[config.mk]
export PLATFORM = sky130hd
export DESIGN_NAME = rotate_cmd_sequencer
export DESIGN_NICKNAME = d
export VERILOG_FILES = /design/src/rtl/rotate_cmd_sequencer.sv
export SDC_FILE = /design/constraint.sdc
export NUM_CORES = 1
export LEC_CHECK = 0
export CAP_MARGIN = 20
export CORE_UTILIZATION = 53
export DETAILED_ROUTE_END_ITERATION = 10
export HOLD_SLACK_MARGIN = 0.1
export PLACE_DENSITY = 0.79
export SYNTH_ARGS = -nofsm -noshare
export SYNTH_HDL_FRONTEND = slang
export SYNTH_SLANG_ARGS = --single-unit
[constraint.sdc]
create_clock -name clk -period 2.5 [get_ports clk]
set_input_delay 0.5 -clock clk [delete_from_list [all_inputs] [get_ports clk]]
set_output_delay 0.5 -clock clk [all_outputs]
set_load 0.01 [all_outputs]
[src/rtl/rotate_cmd_sequencer.sv]
// Command sequencer feeding an external 8-bit right-rotator: buffers rotate
// commands in a 4-deep FIFO, issues one at a time and returns registered results.
module rotate_cmd_sequencer (
    input  logic       clk,
    input  logic       rst_n,
    input  logic       cmd_valid,
    output logic       cmd_ready,
    input  logic [7:0] cmd_data,
    input  logic [2:0] cmd_amt,
    input  logic       cmd_dir,
    output logic [7:0] rot_in,
    output logic [2:0] rot_ctrl,
    input  logic [7:0] rot_out,
    output logic       res_valid,
    input  logic       res_ready,
    output logic [7:0] res_data,
    output logic [7:0] res_count,
    output logic       busy
);
    localparam int DATA_W = 8;
    localparam int AMT_W  = 3;
    localparam int DEPTH  = 4;

    typedef enum logic [1:0] {S_IDLE, S_ISSUE, S_HOLD} state_t;

    state_t              r_state;
    logic [DATA_W-1:0]   r_fifo_data [DEPTH];
    logic [AMT_W-1:0]    r_fifo_amt  [DEPTH];
    logic                r_fifo_dir  [DEPTH];
    logic [1:0]          r_wptr;
    logic [1:0]          r_rptr;
    logic [2:0]          r_occ;
    logic [DATA_W-1:0]   r_rot_in;
    logic [AMT_W-1:0]    r_rot_ctrl;
    logic [DATA_W-1:0]   r_res_data;
    logic                r_res_valid;
    logic [7:0]          r_res_count;

    logic                w_push;
    logic                w_pop;
    logic                w_nonempty;
    logic [DATA_W-1:0]   w_head_data;
    logic [AMT_W-1:0]    w_head_ctrl;

    // The rotator only rotates right; a left rotate by n is a right rotate by -n mod 8.
    function automatic logic [AMT_W-1:0] f_conv_amt(input logic [AMT_W-1:0] amt,
                                                    input logic dir);
        return dir ? -amt : amt;
    endfunction

    assign w_nonempty  = (r_occ != 3'd0);
    assign cmd_ready   = (r_occ < 3'd4);
    assign w_push      = cmd_valid && cmd_ready;
    assign w_pop       = w_nonempty &&
                         ((r_state == S_IDLE) || ((r_state == S_HOLD) && res_ready));
    assign w_head_data = r_fifo_data[r_rptr];
    assign w_head_ctrl = f_conv_amt(r_fifo_amt[r_rptr], r_fifo_dir[r_rptr]);

    always_ff @(posedge clk) begin
        if (w_push) begin
            r_fifo_data[r_wptr] <= cmd_data;
            r_fifo_amt[r_wptr]  <= cmd_amt;
            r_fifo_dir[r_wptr]  <= cmd_dir;
        end
    end

    always_ff @(posedge clk or negedge rst_n) begin
        if (!rst_n) begin
            r_wptr <= 2'd0;
            r_rptr <= 2'd0;
            r_occ  <= 3'd0;
        end else begin
            if (w_push) r_wptr <= r_wptr + 2'd1;
            if (w_pop)  r_rptr <= r_rptr + 2'd1;
            case ({w_push, w_pop})
                2'b10:   r_occ <= r_occ + 3'd1;
                2'b01:   r_occ <= r_occ - 3'd1;
                default: r_occ <= r_occ;
            endcase
        end
    end

    always_ff @(posedge clk or negedge rst_n) begin
        if (!rst_n) begin
            r_state     <= S_IDLE;
            r_rot_in    <= '0;
            r_rot_ctrl  <= '0;
            r_res_data  <= '0;
            r_res_valid <= 1'b0;
            r_res_count <= 8'd0;
        end else begin
            case (r_state)
                S_IDLE: begin
                    if (w_pop) begin
                        r_rot_in   <= w_head_data;
                        r_rot_ctrl <= w_head_ctrl;
                        r_state    <= S_ISSUE;
                    end
                end
                S_ISSUE: begin
                    r_res_data  <= rot_out;
                    r_res_valid <= 1'b1;
                    r_state     <= S_HOLD;
                end
                S_HOLD: begin
                    if (res_ready) begin
                        r_res_valid <= 1'b0;
                        r_res_count <= r_res_count + 8'd1;
                        if (w_pop) begin
                            r_rot_in   <= w_head_data;
                            r_rot_ctrl <= w_head_ctrl;
                            r_state    <= S_ISSUE;
                        end else begin
                            r_state <= S_IDLE;
                        end
                    end
                end
                default: r_state <= S_IDLE;
            endcase
        end
    end

    assign rot_in    = r_rot_in;
    assign rot_ctrl  = r_rot_ctrl;
    assign res_data  = r_res_data;
    assign res_valid = r_res_valid;
    assign res_count = r_res_count;
    assign busy      = (r_state != S_IDLE) || w_nonempty;

endmodule

==> results of run 1 <==
## how the worst max path moves through the flow
stage	startpoint	to	slack, ns	cells after the start
2_1_floorplan	r_state[1]	r_occ[2]	0.30	10
4_1_cts	r_occ[0]	busy	0.16	3
3_3_place_gp	res_ready	r_occ[2]	-0.01	10
3_5_place_dp	res_ready	r_occ[2]	-0.08	10
5_1_grt	r_occ[0]	busy	0.06	3
6_report	r_occ[0]	busy	0.17	3
## flip-flops by register name, summed over array words and instances, names as in the netlist
signal / cells
r_fifo_amt: 12
r_occ: 3
res_count: 8
r_rptr: 2
res_valid: 1
r_state: 2
r_fifo_data: 32
r_fifo_dir: 4
rot_in: 8
res_data: 8
rot_ctrl: 3
r_wptr: 2
## layout make-up
class / instances / area, µm² / area share, %
clock buffers: 11 / 141 / 3.28
clock inverters: 5 / 108 / 2.50
inverters: 12 / 45.0 / 1.04
multi-input cells: 90 / 933 / 21.6
flip-flops and latches: 85 / 2370 / 54.9
well taps: 75 / 93.8 / 2.18
repair buffers: 66 / 623 / 14.5
## metal layers
layer,GRT usage [%],part of all wire [%],vias to the layer above
met2,33.1,52,60
met1,21.1,40,900
met3,6.33,6.4,9
met5,0,0,-
met4,8.07,1.6,0
li1,-,-,852
## Yosys cell counts, drive strengths merged, types with 4 or more instances
cell,instances
edfxtp,48
dfrtp,37
mux2,19
inv,12
mux4,12
xnor2,8
ha,7
nand2,7
xor2,5
and2,4
buf,4
## power by group through the flow
stage          Combinational, mW  Sequential [mW]  Clock, mW
6_report                    1.97             2.10       1.16
5_1_grt                     2.15             2.16       1.24
4_1_cts                     2.01             2.11       1.19
3_5_place_dp                1.99             2.14          0
3_3_place_gp                1.92             2.13          0
2_1_floorplan               1.15             2.18          0
## worst register-to-register path: stages (launching register included)
cell	delay [ns]
dfrtp_1	0.42
nor2b_1	0.16
or3_1	0.33
inv_1	0.09
ha_1	0.16
inv_1	0.06
fa_1	0.38
xor2_1	0.15
nor2_1	0.11
xnor2_1	0.12
## logic make-up (layout without fill, tap and decap cells)
family          Yosys count  in the layout
compound gates            5              5
xor+xnor                 13             13
fa+ha+maj                 8              8
buf+inv                  18             94
flops                    85             85
mux                      32             32
simple gates             32             32
==> metrics.md, run 1 <==
| Metric | Value |
|---|---|
| Outcome | `complete, no violations` |
| Die footprint | `0.00670 mm²` |
| Reg2reg end | `r_occ[2]` |
| Routed wire length | `5.47 mm` |
| Xor/xnor share of the synthesized area | `3.37%` |
| Final core utilization | `71.6%` |
| # IOs | `54` |
| Number of remaining DRC errors | `0` |
| Post-CTS Setup Inserts | `0` |
| Commonest non-fill, non-tap cell in the layout | `clkdlybuf4s50_1` |
| Fill cells | `395` |
| Clock H-tree levels | `3` |
| Worst Max-Slew Pin Slew | `0.830 ns` |
| Post-Layout Inst Area | `0.00431 mm²` |
| FFs w/ async S/R, synth | `43.5%` |
| Standard-cell row count | `28` |
| CTS tree | `done` |
| Post-synth top area cell | `edfxtp_1` |
| Yosys top cell area share | `42.6%` |
| Design Power | `5.23 mW` |
| Synth cell types | `34` |
| PwrDens | `1210 mW/mm²` |
| Number of global-route vias before repair | `1867` |
| Fmax | `429 MHz` |
| Hold-fix buffers, CTS | `0` |
| Worst rel slew slack | `44.7%` |
| Clk_lat worst skew | `0.35 ns` |
| Slowest cell on crit path | `clkdlybuf4s50_1` |
| Routability congestion estimate | `0.776` |
| Ys Warns | `0` |
| Top FF cell, synth | `edfxtp_1` |
| Compound-Gate Fraction of Synth Area | `0.962%` |
| Wire per inst | `15.9 µm` |
| P_int | `3.73 mW` |
| Mux contribution to synthesized area | `14.8%` |
| Combinational fraction of design power | `37.6%` |
| Seq cells post-synth | `85` |
| Period minus WS final | `2.33 ns` |
| Synth area leaders | `edfxtp_1 43%, dfrtp_1 27%, mux4_2 8.0%` |
| Final hold violations | `0` |
| Num CTS Buffers | `9` |
| Final setup fails | `0` |
| Clock Pin Slew Worst Setup and Hold Paths | `0.08 ns` |
| Via density | `5.29` |
| Tightest Hold Check Type | `input port to async pin` |
| Crit path buf inv count | `1` |
| Maximum clock path buffer count | `2` |
| Post-synthesis sequential area ratio | `70.0%` |
| GRT Resource Usage Total | `19.0%` |
| Simple-gate share of the synthesized area | `5.26%` |
| Adder-Cell Fraction of Synth Area | `3.18%` |
| Iteration-0 DRC Markers | `34` |
| Tcrit/Tclk final | `93.3%` |
| HPWL after DPL | `3.77 mm` |
| Die Height | `81.9 µm` |
| Slowest stage delay, CP | `0.51 ns` |
| Worst reg-to-reg path cell count | `9` |
| Drt pass-1 iters | `4` |
| Maximum vdd ir drop | `0.659 mV` |
| Synth Area per Inst | `17.5 µm²` |
| Flop pwr share | `40.2%` |
| Root Buffer | `clkbuf_8` |
| Fin cells | `344` |
| Placed inst area | `0.00406 mm²` |
| Port bufs | `53` |
| Sw Share | `28.7%` |
| TNS Setup | `0 ns` |
| Die X | `81.9 µm` |
| Crit path arrival time | `1.83 ns` |
| CTS resizes | `0` |
| Via count | `1821` |
| Grt total ovfl | `0` |
| Nets | `296` |
| First-pass GRT wire length | `8.75 mm` |
| Post-synthesis cell count | `193` |
| Area Growth Syn to Fin | `27.5%` |
| Pin count of the biggest net entering global routing | `38` |
| DP Worst Slack | `-0.0825 ns` |
| Psw | `1.50 mW` |
| Critical-path cell list | `nor3_1 > nand2_1 > clkdlybuf4s50_1` |
| Post-synth EDFFs | `48` |
| Core area | `0.00603 mm²` |
| FF-to-FF setup slack | `0.43 ns` |
| WP data required | `2.00 ns` |
| Largest family of logic cells by synthesized area | `multiplexers` |
| ANT nets after route | `0` |
| Clk sinks | `85` |
| Placed Instances | `328` |
| CP Capture Type | `primary output` |
| Hold Slack | `0.246 ns` |
| Initial antenna violation count | `0` |
| Critical path class | `flip-flop to primary output` |
| Layout cells sized above 1 | `22.7%` |
| Mapped cell area | `0.00338 mm²` |
| Commonest cells after routing, fill and taps aside | `52 x clkdlybuf4s50_1, 48 x edfxtp_1, 37 x dfrtp_1` |
| Slew Limit Fails | `0` |
| Worst r2r src | `r_state[1]` |
| Starting Density | `56.1%` |
| Max Cap Viol | `0` |
| Maximum fanout along the worst path | `4` |
| Startpoint type of the worst setup path | `flip-flop` |
| Clock Skew | `0.00727 ns` |
| Diodes inserted | `0` |
| Synthesized Nets | `225` |
| Leakage | `1.69 nW` |
| Clock power share | `22.2%` |
| Setup ws final | `0.168 ns` |
| RSZ-0062 raised after global routing | `no` |
| Top delay family on crit path | `simple AND/OR/NAND/NOR gates` |
Power figures use the tool's default switching activity.
==> run 2: changes to the inputs <==
CORE_UTILIZATION = 55   (was 53)
CTS_BUF_LIST = sky130_fd_sc_hd__clkbuf_4   (was not set)
PLACE_DENSITY = 0.82   (was 0.79)
==> metrics.md, run 2 (synthesis results as in run 1) <==
| Metric | Value |
|---|---|
| Die footprint | `0.00646 mm² (-3.5%)` |
| Standard-cell row count | `28 (unchanged)` |
| RSZ-0062 raised after global routing | `no` |
| Design Power | `4.91 mW (-6.2%)` |
| WP data required | `2.00 ns (about the same)` |
| Max Cap Viol | `0 (unchanged)` |
| Clock Pin Slew Worst Setup and Hold Paths | `0.13 ns (+0.05 ns)` |
| Reg2reg end | `r_occ[2]` |
| Clock Skew | `0.00899 ns (+0.00173 ns)` |
| Number of global-route vias before repair | `1907 (+2.1%)` |
| Worst Max-Slew Pin Slew | `0.815 ns (-0.0146 ns)` |
| Iteration-0 DRC Markers | `93 (+170%)` |
| Tcrit/Tclk final | `88.3% (-5.0 points)` |
| First-pass GRT wire length | `9.09 mm (+3.9%)` |
| P_int | `3.43 mW (-7.9%)` |
| Worst r2r src | `r_state[1]` |
| Drt pass-1 iters | `4 (unchanged)` |
| Worst reg-to-reg path cell count | `9 (unchanged)` |
| Regs by FF count | `r_fifo_data (32), r_fifo_amt (12)` |
| CTS tree | `done` |
| Maximum clock path buffer count | `2 (unchanged)` |
| Fmax | `453 MHz (+5.6%)` |
| Clock H-tree levels | `3 (unchanged)` |
| Fin cells | `343 (-0.29%)` |
| Final core utilization | `71.2% (-0.34 points)` |
| Area Growth Syn to Fin | `24.7%` |
| Die Height | `80.4 µm (-1.8%)` |
| Setup ws final | `0.293 ns (+0.124 ns)` |
| ANT nets after route | `0 (unchanged)` |
| Die X | `80.4 µm (-1.8%)` |
| Hold-fix buffers, CTS | `0 (unchanged)` |
| Placed Instances | `327 (-0.30%)` |
| Crit path arrival time | `1.71 ns (-0.12 ns)` |
| # IOs | `54 (unchanged)` |
| Grt total ovfl | `0 (unchanged)` |
| Starting Density | `57.1% (+1.0 points)` |
| Final hold violations | `0 (unchanged)` |
| Diodes inserted | `0 (unchanged)` |
| Final setup fails | `0 (unchanged)` |
| Startpoint type of the worst setup path | `flip-flop` |
| CP Capture Type | `primary output` |
| Critical path origin | `r_occ[0]` |
| Clock power share | `17.3% (-4.9 points)` |
| Wire per inst | `15.7 µm (-1.4%)` |
| Outcome | `complete, no violations` |
| Fill cells | `393 (-0.51%)` |
| Flop pwr share | `43.0% (+2.8 points)` |
| Slew Limit Fails | `0 (unchanged)` |
| Routability congestion estimate | `0.769 (-0.90%)` |
| Num CTS Buffers | `9 (unchanged)` |
| FF-to-FF setup slack | `0.43 ns (about the same)` |
| Leakage | `1.64 nW (-2.8%)` |
| Core area | `0.00592 mm² (-1.7%)` |
| Initial antenna violation count | `0 (unchanged)` |
| Port bufs | `53 (unchanged)` |
| Clk sinks | `85 (unchanged)` |
| Maximum vdd ir drop | `0.650 mV (-1.3%)` |
| Maximum fanout along the worst path | `4 (unchanged)` |
| DP Worst Slack | `-0.0691 ns (+0.0134 ns)` |
| Via count | `1808 (-0.71%)` |
| Number of remaining DRC errors | `0 (unchanged)` |
| Commonest cells after routing, fill and taps aside | `52 x clkdlybuf4s50_1, 48 x edfxtp_1, 37 x dfrtp_1` |
| Period minus WS final | `2.21 ns (-0.124 ns)` |
| Clk_lat worst skew | `0.42 ns (+0.07 ns)` |
| Critical path class | `flip-flop to primary output` |
| Worst Setup EP | `busy` |
| Psw | `1.47 mW (-1.9%)` |
| Pin count of the biggest net entering global routing | `38 (unchanged)` |
| Nets | `295 (-0.34%)` |
| Layout cells sized above 1 | `22.4% (-0.29 points)` |
| Commonest non-fill, non-tap cell in the layout | `clkdlybuf4s50_1` |
| Reg with most FFs | `r_fifo_data` |
| GRT Resource Usage Total | `19.8% (+0.89 points)` |
| Worst rel slew slack | `45.6% (+0.97 points)` |
| HPWL after DPL | `3.64 mm (-3.5%)` |
| Via density | `5.27 (-0.42%)` |
| PwrDens | `1160 mW/mm² (-4.1%)` |
| Sw Share | `30.0% (+1.3 points)` |
| Combinational fraction of design power | `39.7% (+2.1 points)` |
| Root Buffer | `clkbuf_4` |
| Hold Slack | `0.152 ns (-0.0942 ns)` |
| Routed wire length | `5.37 mm (-1.7%)` |
| Tightest Hold Check Type | `input port to async pin` |
| Max reg flops | `32 (unchanged)` |
run 2: cell count changes in the layout (fill, tap and decap cells not counted), moves of 2 or more:
cell,previous run,this run
clkbuf_4,0,9
clkinv_1,0,2
clkinv_4,2,0
clkbuf_8,10,0
run 2: power groups by stage:
stage          Clock [mW]  Combinational (mW)  Sequential [mW]
2_1_floorplan           0                1.15             2.18
3_3_place_gp            0                1.91             2.13
3_5_place_dp            0                1.98             2.14
4_1_cts             0.877                1.98             2.11
5_1_grt             0.926                2.16             2.17
6_report            0.849                1.95             2.11
run 2: timing repair:
item | 4_1_cts | 5_1_grt
setup buffers | 0 | 0
endpoints found under the setup margin | 0 | 1
gates resized for setup | 0 | 1
endpoints found under the hold margin | 0 | 0
run 2: layer usage:
layer  part of all wire (%)  routed length, µm  global-route usage [%]  vias up
met5                      0                  0                       0        -
met4                    1.8                 96                    10.2        0
met3                    5.7                308                    4.55       12
met2                     49               2640                    32.3       62
met1                     43               2320                    24.9      886
li1                       -                  -                       -      848
run 2: layout make-up:
cell class	count	area, µm²	share of cell area [%]
flip-flops and latches	85	2370	56.1
multi-input cells	90	938	22.3
repair buffers	65	616	14.6
well taps	75	93.8	2.23
clock inverters	7	88.8	2.11
clock buffers	9	67.6	1.60
inverters	12	45.0	1.07
run 2: worst max-delay path, stage by stage, from the launching register on:
cell,delay (ns)
dfrtp_1,0.44
nor3_2,0.28
nand2_1,0.09
clkdlybuf4s50_1,0.49
run 2: how the worst min path moves through the flow:
| stage | slack [ns] | cells past startpoint | end |
|---|---|---|---|
| after floorplan | 0.20 | 0 | r_occ[0] |
| after global placement | 0.46 | 1 | res_valid |
| after detailed placement | 0.46 | 1 | res_count[7] |
| after CTS | 0.17 | 1 | rot_in[1] |
| after global routing | 0.20 | 1 | res_count[6] |
| final | 0.15 | 1 | res_count[6] |
run 2: through the flow:
step | instance area [µm²] | setup TNS [ns]
3_3_place_gp | 4060 | -0.0240
4_1_cts | 4210 | 0
2_1_floorplan | 3380 | 0
5_1_grt | 4220 | 0
3_5_place_dp | 4060 | -0.0691
6_report | 4220 | 0
==> run 3: changes to the inputs <==
clock period = 2.6 ns   (was 2.5 ns; I/O delays follow)
==> metrics.md, run 3 (synthesis results as in run 1) <==
| Metric | Value |
|---|---|
| Outcome | `complete, no violations` |
| Standard-cell row count | `28 (unchanged)` |
| Maximum clock path buffer count | `2 (unchanged)` |
| Die X | `80.4 µm (unchanged)` |
| Tightest Hold Check Type | `input port to async pin` |
| Met2 Resource Use GR | `33.4% (+1.1 points)` |
| Final hold violations | `0 (unchanged)` |
| Port bufs | `53 (unchanged)` |
| Worst reg-to-reg path cell count | `5 (-4)` |
| Num CTS Buffers | `9 (unchanged)` |
| ANT nets after route | `0 (unchanged)` |
| Via count | `1782 (-1.4%)` |
| Critical path class | `flip-flop to primary output` |
| GRT Resource Usage Total | `19.9% (+0.055 points)` |
| Crit path arrival time | `1.85 ns (+0.14 ns)` |
| First-pass GRT wire length | `9.07 mm (-0.15%)` |
| Regs by FF count | `r_fifo_data (32), r_fifo_amt (12)` |
| WP data required | `2.08 ns (+0.08 ns)` |
| Final setup fails | `0 (unchanged)` |
| Die Height | `80.4 µm (unchanged)` |
| Worst r2r src | `r_rptr[1]` |
| Post-Layout Inst Area | `0.00423 mm² (+0.24%)` |
| Starting Density | `57.1% (unchanged)` |
| Max Cap Viol | `0 (unchanged)` |
| Global routing's busiest layer | `met2` |
| PwrDens | `1130 mW/mm² (-2.6%)` |
| Design Power | `4.79 mW (-2.4%)` |
| TNS Setup | `0 ns (unchanged)` |
| Fmax | `421 MHz` |
| Drt pass-1 iters | `4 (unchanged)` |
| Grt total ovfl | `0 (unchanged)` |
| Die footprint | `0.00646 mm² (unchanged)` |
| Root Buffer | `clkbuf_4` |
| HPWL after DPL | `3.69 mm (+1.4%)` |
| Commonest non-fill, non-tap cell in the layout | `clkdlybuf4s50_1` |
| Final core utilization | `71.4% (+0.17 points)` |
| Number of global-route vias before repair | `1923 (+0.84%)` |
| Core area | `0.00592 mm² (unchanged)` |
| Fin cells | `341 (-0.58%)` |
| Clock H-tree levels | `3 (unchanged)` |
| Tcrit/Tclk final | `91.3%` |
| Via density | `5.23 (-0.86%)` |
| Worst Setup EP | `busy` |
| CTS tree | `done` |
| Critical path origin | `r_occ[0]` |
| Routed wire length | `5.47 mm (+1.8%)` |
| Grt met3 use | `5.68% (+1.1 points)` |
| Placed Instances | `325 (-0.61%)` |
| Clock Pin Slew Worst Setup and Hold Paths | `0.13 ns (about the same)` |
| Grt met1 use | `24.4% (-0.48 points)` |
| Maximum vdd ir drop | `0.561 mV (-14%)` |
| Post-CTS Setup Inserts | `0 (unchanged)` |
| Reg with most FFs | `r_fifo_data` |
| Clk_lat worst skew | `0.40 ns (-0.02 ns)` |
| Leakage | `1.65 nW (+0.36%)` |
| Max reg flops | `32 (unchanged)` |
| Routability congestion estimate | `0.778 (+1.2%)` |
| Hold-fix buffers, CTS | `0 (unchanged)` |
| Commonest cells after routing, fill and taps aside | `52 x clkdlybuf4s50_1, 48 x edfxtp_1, 37 x dfrtp_1` |
| Reg2reg end | `rot_ctrl[1]` |
| Number of remaining DRC errors | `0 (unchanged)` |
| CP Capture Type | `primary output` |
| Nets | `293 (-0.68%)` |
| Iteration-0 DRC Markers | `43 (-54%)` |
| Pin count of the biggest net entering global routing | `38 (unchanged)` |
| Startpoint type of the worst setup path | `flip-flop` |
| Clock Skew | `0.0145 ns (+0.00546 ns)` |
| CTS resizes | `0 (unchanged)` |
| Wire per inst | `16.0 µm (+2.4%)` |
| Clk sinks | `85 (unchanged)` |
| RSZ-0062 raised after global routing | `no` |
| Layout cells sized above 1 | `21.8% (-0.58 points)` |
| Period minus WS final | `2.37 ns` |
| FF-to-FF setup slack | `0.52 ns (+0.09 ns)` |
| Initial antenna violation count | `0 (unchanged)` |
| Diodes inserted | `0 (unchanged)` |
| Placed inst area | `0.00404 mm² (-0.37%)` |
| # IOs | `54 (unchanged)` |
| Worst rel slew slack | `45.0% (-0.69 points)` |
| Slew Limit Fails | `0 (unchanged)` |
| Maximum fanout along the worst path | `4 (unchanged)` |
| Worst Max-Slew Pin Slew | `0.826 ns (+0.0103 ns)` |
| Area Growth Syn to Fin | `25.0%` |
[run 3: layout make-up]
type / count / area (µm²)
clock buffers: 10 / 75.1
clock inverters: 6 / 111
fillers: 415 / 1690
inverters: 12 / 45.0
multi-input cells: 90 / 933
flip-flops and latches: 85 / 2370
well taps: 75 / 93.8
repair buffers: 63 / 601
[run 3: worst min-delay path by stage]
stage                 startpoint      endpoint  slack [ns]  depth (start not counted)
finish                     rst_n     rot_in[4]        0.20                          1
CTS                        rst_n     rot_in[2]        0.19                          1
detailed placement  res_count[7]  res_count[7]        0.47                          1
global route               rst_n  res_count[4]        0.23                          1
global placement    res_count[7]  res_count[7]        0.46                          1
floorplan                  rst_n      r_occ[0]        0.22                          0
[run 3: per-layer routing]
| metal | part of all wire [%] | routed length, µm |
|---|---|---|
| met2 | 49 | 2690 |
| met4 | 1.5 | 82 |
| met1 | 43 | 2380 |
| met5 | 0 | 0 |
| met3 | 5.9 | 324 |
[run 3: report_power, final]
| group | leakage, nW | internal (mW) | switching [mW] | total (mW) |
|---|---|---|---|---|
| sequential | 0.881 | 1.81 | 0.251 | 2.06 |
| combinational | 0.672 | 1.09 | 0.727 | 1.81 |
| clock | 0.0982 | 0.499 | 0.422 | 0.921 |
[run 3: worst max-delay path: stages, from the launching register on]
cell,delay (ns)
dfrtp_1,0.43
nor3_1,0.44
nand2_1,0.09
clkdlybuf4s50_1,0.50
[run 3: metrics by stage]
| stage | worst slack (ns) | hold slack [ns] |
|---|---|---|
| finish | 0.225 | 0.198 |
| global route | 0.00492 | 0.232 |
| CTS | 0.181 | 0.195 |
| detailed placement | 0.0208 | 0.467 |
| global placement | 0.0562 | 0.461 |
| floorplan | 0.382 | 0.224 |
